File: src/rtl/hi_lo_multiply_divide_unit.sv
// HI/LO multiply/divide engine: single-cycle-issue MULT(U), 32-step restoring DIV(U),
// direct MTHI/MTLO writes. busy stalls the front end while an operation is in flight.
module hi_lo_multiply_divide_unit #(
    parameter int DATA_WIDTH = 32
) (
    input  logic                  clk,
    input  logic                  reset,
    input  logic                  start_execute,
    input  logic [2:0]            operation_execute,
    input  logic [DATA_WIDTH-1:0] source_A_execute,
    input  logic [DATA_WIDTH-1:0] source_B_execute,
    input  logic                  abort,
    output logic [DATA_WIDTH-1:0] HI_output,
    output logic [DATA_WIDTH-1:0] LO_output,
    output logic                  busy,
    output logic                  done
);

    localparam int CW = $clog2(DATA_WIDTH);
    localparam int N  = DATA_WIDTH;

    typedef enum logic [1:0] {IDLE, MULTIPLY, DIVIDE, FIXUP} state_t;

    state_t          r_state, w_state_next;
    logic [N-1:0]    r_hi, r_lo;
    logic            r_done;
    logic [N-1:0]    r_a, r_b;
    logic            r_signed;
    logic [N-1:0]    r_rem, r_quot;
    logic [CW-1:0]   r_count;
    logic            r_sign_q, r_sign_r, r_divzero;

    logic            w_accept;
    logic            w_is_mul, w_is_div, w_is_mthi, w_is_mtlo, w_op_signed;
    logic [N-1:0]    w_abs_a, w_abs_b;
    logic [2*N-1:0]  w_a_ext, w_b_ext, w_product;
    logic [N:0]      w_trial;
    logic            w_trial_ok;
    logic [N-1:0]    w_rem_next, w_quot_next;
    logic [N-1:0]    w_q_fix, w_r_fix;

    assign w_accept    = start_execute && (r_state == IDLE) && !abort;
    assign w_is_mul    = (operation_execute[2:1] == 2'b00);
    assign w_is_div    = (operation_execute[2:1] == 2'b01);
    assign w_is_mthi   = (operation_execute == 3'b100);
    assign w_is_mtlo   = (operation_execute == 3'b101);
    assign w_op_signed = ~operation_execute[0];

    // Magnitudes wrap modulo 2^N, which is what makes -2^(N-1)/-1 come out as 0x80..0 / 0.
    assign w_abs_a = (w_op_signed && source_A_execute[N-1]) ? ({N{1'b0}} - source_A_execute)
                                                             : source_A_execute;
    assign w_abs_b = (w_op_signed && source_B_execute[N-1]) ? ({N{1'b0}} - source_B_execute)
                                                             : source_B_execute;

    // Low 2N bits of the sign-extended product equal the signed product.
    assign w_a_ext   = r_signed ? {{N{r_a[N-1]}}, r_a} : {{N{1'b0}}, r_a};
    assign w_b_ext   = r_signed ? {{N{r_b[N-1]}}, r_b} : {{N{1'b0}}, r_b};
    assign w_product = w_a_ext * w_b_ext;

    // One restoring step: remainder is N+1 bits wide so a divisor near 2^N never overflows.
    assign w_trial     = {r_rem, r_quot[N-1]} - {1'b0, r_b};
    assign w_trial_ok  = ~w_trial[N];
    assign w_rem_next  = w_trial_ok ? w_trial[N-1:0] : {r_rem[N-2:0], r_quot[N-1]};
    assign w_quot_next = {r_quot[N-2:0], w_trial_ok};

    assign w_q_fix = r_sign_q ? ({N{1'b0}} - r_quot) : r_quot;
    assign w_r_fix = r_sign_r ? ({N{1'b0}} - r_rem)  : r_rem;

    always_ff @(posedge clk) begin
        if (reset) begin
            r_state <= IDLE;
        end else begin
            r_state <= w_state_next;
        end
    end

    always_comb begin
        w_state_next = r_state;
        case (r_state)
            IDLE: begin
                if (w_accept && w_is_mul) begin
                    w_state_next = MULTIPLY;
                end else if (w_accept && w_is_div) begin
                    w_state_next = DIVIDE;
                end
            end
            MULTIPLY: w_state_next = IDLE;
            DIVIDE:   w_state_next = (r_count == '0) ? FIXUP : DIVIDE;
            FIXUP:    w_state_next = IDLE;
            default:  w_state_next = IDLE;
        endcase
        if (abort) begin
            w_state_next = IDLE;
        end
    end

    always_ff @(posedge clk) begin
        if (reset) begin
            r_hi      <= '0;
            r_lo      <= '0;
            r_done    <= 1'b0;
            r_a       <= '0;
            r_b       <= '0;
            r_signed  <= 1'b0;
            r_rem     <= '0;
            r_quot    <= '0;
            r_count   <= '0;
            r_sign_q  <= 1'b0;
            r_sign_r  <= 1'b0;
            r_divzero <= 1'b0;
        end else begin
            r_done <= 1'b0;
            if (w_accept) begin
                if (w_is_mthi) begin
                    r_hi   <= source_A_execute;
                    r_done <= 1'b1;
                end else if (w_is_mtlo) begin
                    r_lo   <= source_A_execute;
                    r_done <= 1'b1;
                end else if (w_is_mul) begin
                    r_a      <= source_A_execute;
                    r_b      <= source_B_execute;
                    r_signed <= w_op_signed;
                end else if (w_is_div) begin
                    r_a       <= source_A_execute;
                    r_quot    <= w_abs_a;
                    r_b       <= w_abs_b;
                    r_rem     <= '0;
                    r_count   <= CW'(DATA_WIDTH - 1);
                    r_sign_q  <= w_op_signed & (source_A_execute[N-1] ^ source_B_execute[N-1]);
                    r_sign_r  <= w_op_signed & source_A_execute[N-1];
                    r_divzero <= (source_B_execute == '0);
                end
            end
            if (!abort) begin
                case (r_state)
                    MULTIPLY: begin
                        r_hi   <= w_product[2*N-1:N];
                        r_lo   <= w_product[N-1:0];
                        r_done <= 1'b1;
                    end
                    DIVIDE: begin
                        r_rem  <= w_rem_next;
                        r_quot <= w_quot_next;
                        if (r_count != '0) begin
                            r_count <= r_count - 1'b1;
                        end
                    end
                    FIXUP: begin
                        r_hi   <= r_divzero ? r_a : w_r_fix;
                        r_lo   <= r_divzero ? {N{1'b1}} : w_q_fix;
                        r_done <= 1'b1;
                    end
                    default: ;
                endcase
            end
        end
    end

    assign HI_output = r_hi;
    assign LO_output = r_lo;
    assign busy      = (r_state != IDLE);
    assign done      = r_done;

endmodule
File: config.mk
export PLATFORM = sky130hd
export DESIGN_NAME = hi_lo_multiply_divide_unit
export DESIGN_NICKNAME = d
export VERILOG_FILES = /design/src/rtl/hi_lo_multiply_divide_unit.sv
export SDC_FILE = /design/constraint.sdc
export NUM_CORES = 2
export LEC_CHECK = 0
export BUFFER_PORTS_ARGS = -buffer_cell sky130_fd_sc_hd__buf_2
export CAP_MARGIN = 5
export CORE_ASPECT_RATIO = 1.5
export CORE_UTILIZATION = 50
export DETAILED_ROUTE_END_ITERATION = 16
export PLACE_DENSITY = 0.73
export SYNTH_ARGS = -nofsm -noshare
export SYNTH_HDL_FRONTEND = slang
export SYNTH_SLANG_ARGS = --single-unit
File: constraint.sdc
create_clock -name clk -period 24.5 [get_ports clk]
set_input_delay 3.675 -clock clk [delete_from_list [all_inputs] [get_ports clk]]
set_output_delay 3.675 -clock clk [all_outputs]
set_load 0.05 [all_outputs]
# Word-level counts from Yosys, hierarchy flattened
# Cells that the tools add are included.
# totals
reg_bits	204
input_bits	71
output_inout_bits	66
wordCells	107
# classes
n_addsub	6
mul	1
n_eq_ne	7
mux	53
bitwise_logic	8
n_reduce_logical	19
# ops
cell	count
$mux 32	32
$mux 64	2
$pmux 32 s2	2
$sub 1x32->32 const A	4
$mul 64x64->64	1
$mux 5	8
$sub 33x32->33	1
$logic_not 32->1	1
$reduce_and 4->1	2
$eq 3x3->1 const B	2
$logic_and 1x1->1	6
$mux 1	6
$pmux 2 s3	1
$logic_not 5->1	1
$not 1->1	5
$reduce_and 5->1	1
$reduce_bool 5->1	1
$sub 5x1->5 const B	1
$eq 2x1->1 const B	2
$eq 2x2->1 const B	2
$logic_not 2->1	2
$mux 2	2
$reduce_bool 2->1	2
$reduce_or 2->1	2
other kinds (4)	5

# Depth between registers and ports, before layout
# logic_depth
word_depth	10
depth_mapped	36

# Worst setup path before layout
# No wires, ideal clock.
# synth_path
path_kind	register to register
from	register r_a[31]
to	register r_hi[19] (netlist: HI_output[19])
setup_ns	0.129
arrival_time_ns	8.770
path_slack_ns	15.602
stages_incl_launch_ff	31
path_buffers	2
path_cell_list	dfxtp_1 and2_1 clkbuf_1 clkbuf_1 nand2_1 fa_1 inv_1 fa_1 inv_1 fa_1 inv_1 fa_1 fa_1 fa_1 fa_1 fa_1 fa_1 inv_1 fa_1 inv_1 ha_1 and2_1 a22o_1 a311oi_1 o21ai_0 a21oi_1 a21bo_2 a221oi_1 o21ai_0 xnor2_1 o21ai_0
# synth_between
elab_chain_len	4
# synth_lines
element	line_no	rtl
from (decl)	27	logic [N-1:0] r_a, r_b;
from (signal assigned)	121	r_a <= source_A_execute;
from (signal assigned)	125	r_a <= source_A_execute;
$mux 64	56	assign w_a_ext = r_signed ? {{N{r_a[N-1]}}, r_a} : {{N{1'b0}}, r_a};
$mul 64x64->64	58	assign w_product = w_a_ext * w_b_ext;
$pmux 32 s2	136	case (r_state)
$mux 32	135	if (!abort) begin
to (signal assigned)	115	r_hi <= source_A_execute;
to (signal assigned)	138	r_hi <= w_product[2*N-1:N];
to (signal assigned)	150	r_hi <= r_divzero ? r_a : w_r_fix;
to (decl)	25	logic [N-1:0] r_hi, r_lo;
# Every way passes these cells.
# A chain may end at the register's enable or synchronous reset.

# Final worst setup path
# layout_path
from	register r_signed
to	register r_hi[31] (netlist: HI_output[31])
# layout_between
elab_chain_len	4
word_cells_on_any_way	5
# layout_lines
element	line_no	rtl
from (decl)	28	logic r_signed;
from (signal assigned)	123	r_signed <= w_op_signed;
$mux 64 (on tied branches)	56, 57	
$mul 64x64->64 *	58	
$pmux 32 s2 *	136	
$mux 32 *	135	
# Mark *: on every way between the ends. The rest lies on a longest branch, timed or not.

==> flow_metrics.tcl <==
set metrics [dict create \
    final_antenna_net_count 0 \
    fin_skew_ns 0.0310 \
    core_mm2 0.121 \
    cpPeakStageDelay_ns 1.01 \
    peakVddDrop_uv 55.9 \
    critPathLaunchType "register" \
    fin_setup_tns_ns 0 \
    setup_viol 0 \
    p_leak_uw 0.0320 \
    h-tree-depth 1 \
    antenna_found_initial 11 \
    min_period_ns 10.22 \
    required_ns 24.98 \
    cp_num_buf_inv 7 \
    ys_types 78 \
    synthCells 6859 \
    yosysSeqAreaShare_pct 6.71 \
    grt_pass1_vias 51600 \
    num_rows 156 \
    critPathSlowestCell "a221oi_1" \
    place_ws_ns 14.41 \
    ys_warn_count 0 \
    grt_max_degree 97 \
    syn-cell-area_mm2 0.0609 \
    drive_gt1_share_pct 4.98 \
    final_common_cell "inv_1" \
    cp_max_fo 24 \
    vias 47200 \
    hold_viol_final 0 \
    clkSinkCount 204 \
    ys.flop_type "dfxtp_1" \
    final_nets 8577 \
    critPathTopFamily "adder cells" \
    worstSetupPathType "register to register" \
    hold_class "register to register" \
    postCtsSetupBuffers 0 \
    max-cap-violations 0 \
    track_usage_pct 32.0 \
    clkTransAtPathRegs_ns 0.07 \
    ctsResizeCount 0 \
    port-buffer-count 136 \
    ys_ff_latch 204 \
    max_clock_freq_mhz 97.8 \
    power.density_mw_per_mm2 18.7 \
    cts_tree "done" \
    clockBufferDepth 3 \
    die_area_mm2 0.123 \
    first_iter_violations 3401 \
    final_cell_mix "inv_1 (1583), fa_1 (1420), nand2_1 (838)" \
    die_h_um 429 \
    ioPinCount 137 \
    vias_per_cell 5.66 \
    syn_avg_cell_area_um2 8.88 \
    drc 0 \
    rsz0062_at_grt "false" \
    clk_latency_ns 0.62 \
    numCtsBuffers 28 \
    fp.dieW_um 287 \
    grt_pass1_wl_um 296000 \
    clock-root-buffer "clkbuf_16" \
    slew_violations 0 \
    slew_headroom_pct 17.0 \
    start_util_pct 50.5 \
    status "completed" \
    cp_common_cell "fa_1" \
    wirelength_um 191000 \
    place_congestion 0.987 \
    min_period_over_period_pct 41.7 \
    synth_edf_count 0 \
    cp.arrival_ns 10.70 \
    endpoint_kind "register" \
    syn_to_final_growth_pct 4.92 \
    synth.net_count 8695 \
    finalWorstSetupSlack_ns 14.28 \
    avgRoutedWirePerCell_um 22.9 \
    first_pass_iters 5 \
    holdBufCountCts 0 \
    overflow 0 \
    hpwl_um 154000 \
    async_flop_share_pct 0 \
    tightest_slew_ns 1.24 \
]
[worst register-to-register path: cells and delay by family, from the launching register on]
family | cells | cell delay (ns)
DFF | 1 | 0.31
buffers and inverters | 7 | 0.98
adders and majority gates | 11 | 5.54
xor gates and xnor gates | 1 | 0.21
AOI/OAI and AO/OA | 8 | 2.43
and+or+nand+nor | 3 | 0.61
[area by class of cell]
cell class	count	area [um2]
Multi-Input combinational cell	4702	49500
Sequential cell	204	4100
Timing Repair Buffer	222	1330
Clock buffer	28	701
Inverter	1583	5940
Fill cell	11100	56700
Antenna cell	6	15.0
Clock inverter	24	327
Tap cell	1580	1980
[state kept, by name, indices dropped and copies added (netlist names), 2 cells and up]
name,count
r_count,5
HI_output,32
r_a,32
r_state,2
r_rem,32
r_quot,32
r_b,32
LO_output,32
[worst paths after layout]
path	startpoint	endpoint	slack, ns	depth (start not counted)
worst min-delay path	r_a[20]	r_a[20]	0.46	2
worst max-delay path	r_signed	HI_output[31]	14.28	30
worst max register to register	r_signed	HI_output[31]	14.28	30
worst min register to register	r_a[20]	r_a[20]	0.46	2
[metrics by stage]
step	hold slack [ns]	std cells	instance area [um2]	util, %	power, uW
2_1_floorplan	0.460	6859	60900	-	595
3_3_place_gp	0.445	8291	62800	52.1	727
3_5_place_dp	0.449	8291	62800	52.1	733
4_1_cts	0.458	8343	63900	52.9	1190
5_1_grt	0.489	8345	63900	52.9	1250
6_report	0.463	8349	63900	53.0	1200
[per-layer routing]
metal  track usage [%]  up-vias  share of wire, %
met2              55.0     1932                50
met4              26.7        6                10
li1                  -    20300                 -
met5                 0        -             0.022
met3              4.41      811               6.1
met1              34.8    24200                33
[logic make-up after synthesis]
kind of cell	after synthesis	share of synthesized area [%]
XOR/XNOR	256	3.68
buffers and inverters	1953	12.1
multiplexers	63	1.05
flip-flops	204	6.71
AND/OR/NAND/NOR	1826	14.6
adder cells (fa/ha/maj)	1769	53.8
AO/OA/AOI/OAI	788	8.04
[Yosys cell counts, types with 5 or more instances]
library cell | number | area share, %
o21ai_0 | 200 | 1.6
a221oi_1 | 6 | 0.086
nor3b_1 | 6 | 0.074
dfxtp_1 | 204 | 6.7
a311oi_1 | 11 | 0.16
nand4_1 | 20 | 0.21
or2_2 | 11 | 0.11
ha_1 | 345 | 7.1
nor3_1 | 32 | 0.26
or3_1 | 19 | 0.20
clkbuf_1 | 348 | 2.1
inv_1 | 1583 | 9.8
o21a_1 | 25 | 0.31
nand2b_1 | 23 | 0.24
fa_1 | 1420 | 47
nor4_1 | 10 | 0.10
o31ai_1 | 37 | 0.46
or4_1 | 13 | 0.16
nor2_1 | 173 | 1.1
a211oi_1 | 51 | 0.63
nand3_1 | 33 | 0.27
a31oi_1 | 13 | 0.13
and3_1 | 30 | 0.31
xor2_1 | 88 | 1.3
o21bai_1 | 18 | 0.22
mux2i_1 | 58 | 0.95
o211ai_1 | 32 | 0.39
o221ai_1 | 12 | 0.17
xnor2_1 | 168 | 2.4
mux2_2 | 5 | 0.092
a21oi_1 | 252 | 2.1
a22o_1 | 6 | 0.086
and2_1 | 577 | 5.9
nand2_1 | 839 | 5.2
buf_1 | 15 | 0.092
o22ai_1 | 30 | 0.31
a21o_1 | 39 | 0.48
o41ai_1 | 14 | 0.20
nor2b_1 | 24 | 0.25
a31o_2 | 10 | 0.14
[power by group]
group	internal (uW)	total [uW]	leakage (uW)	switching (uW)
clock	268	463	0.000490	195
combinational	120	377	0.0299	256
sequential	340	357	0.00166	16.6
(Power assumes the default switching activity.)
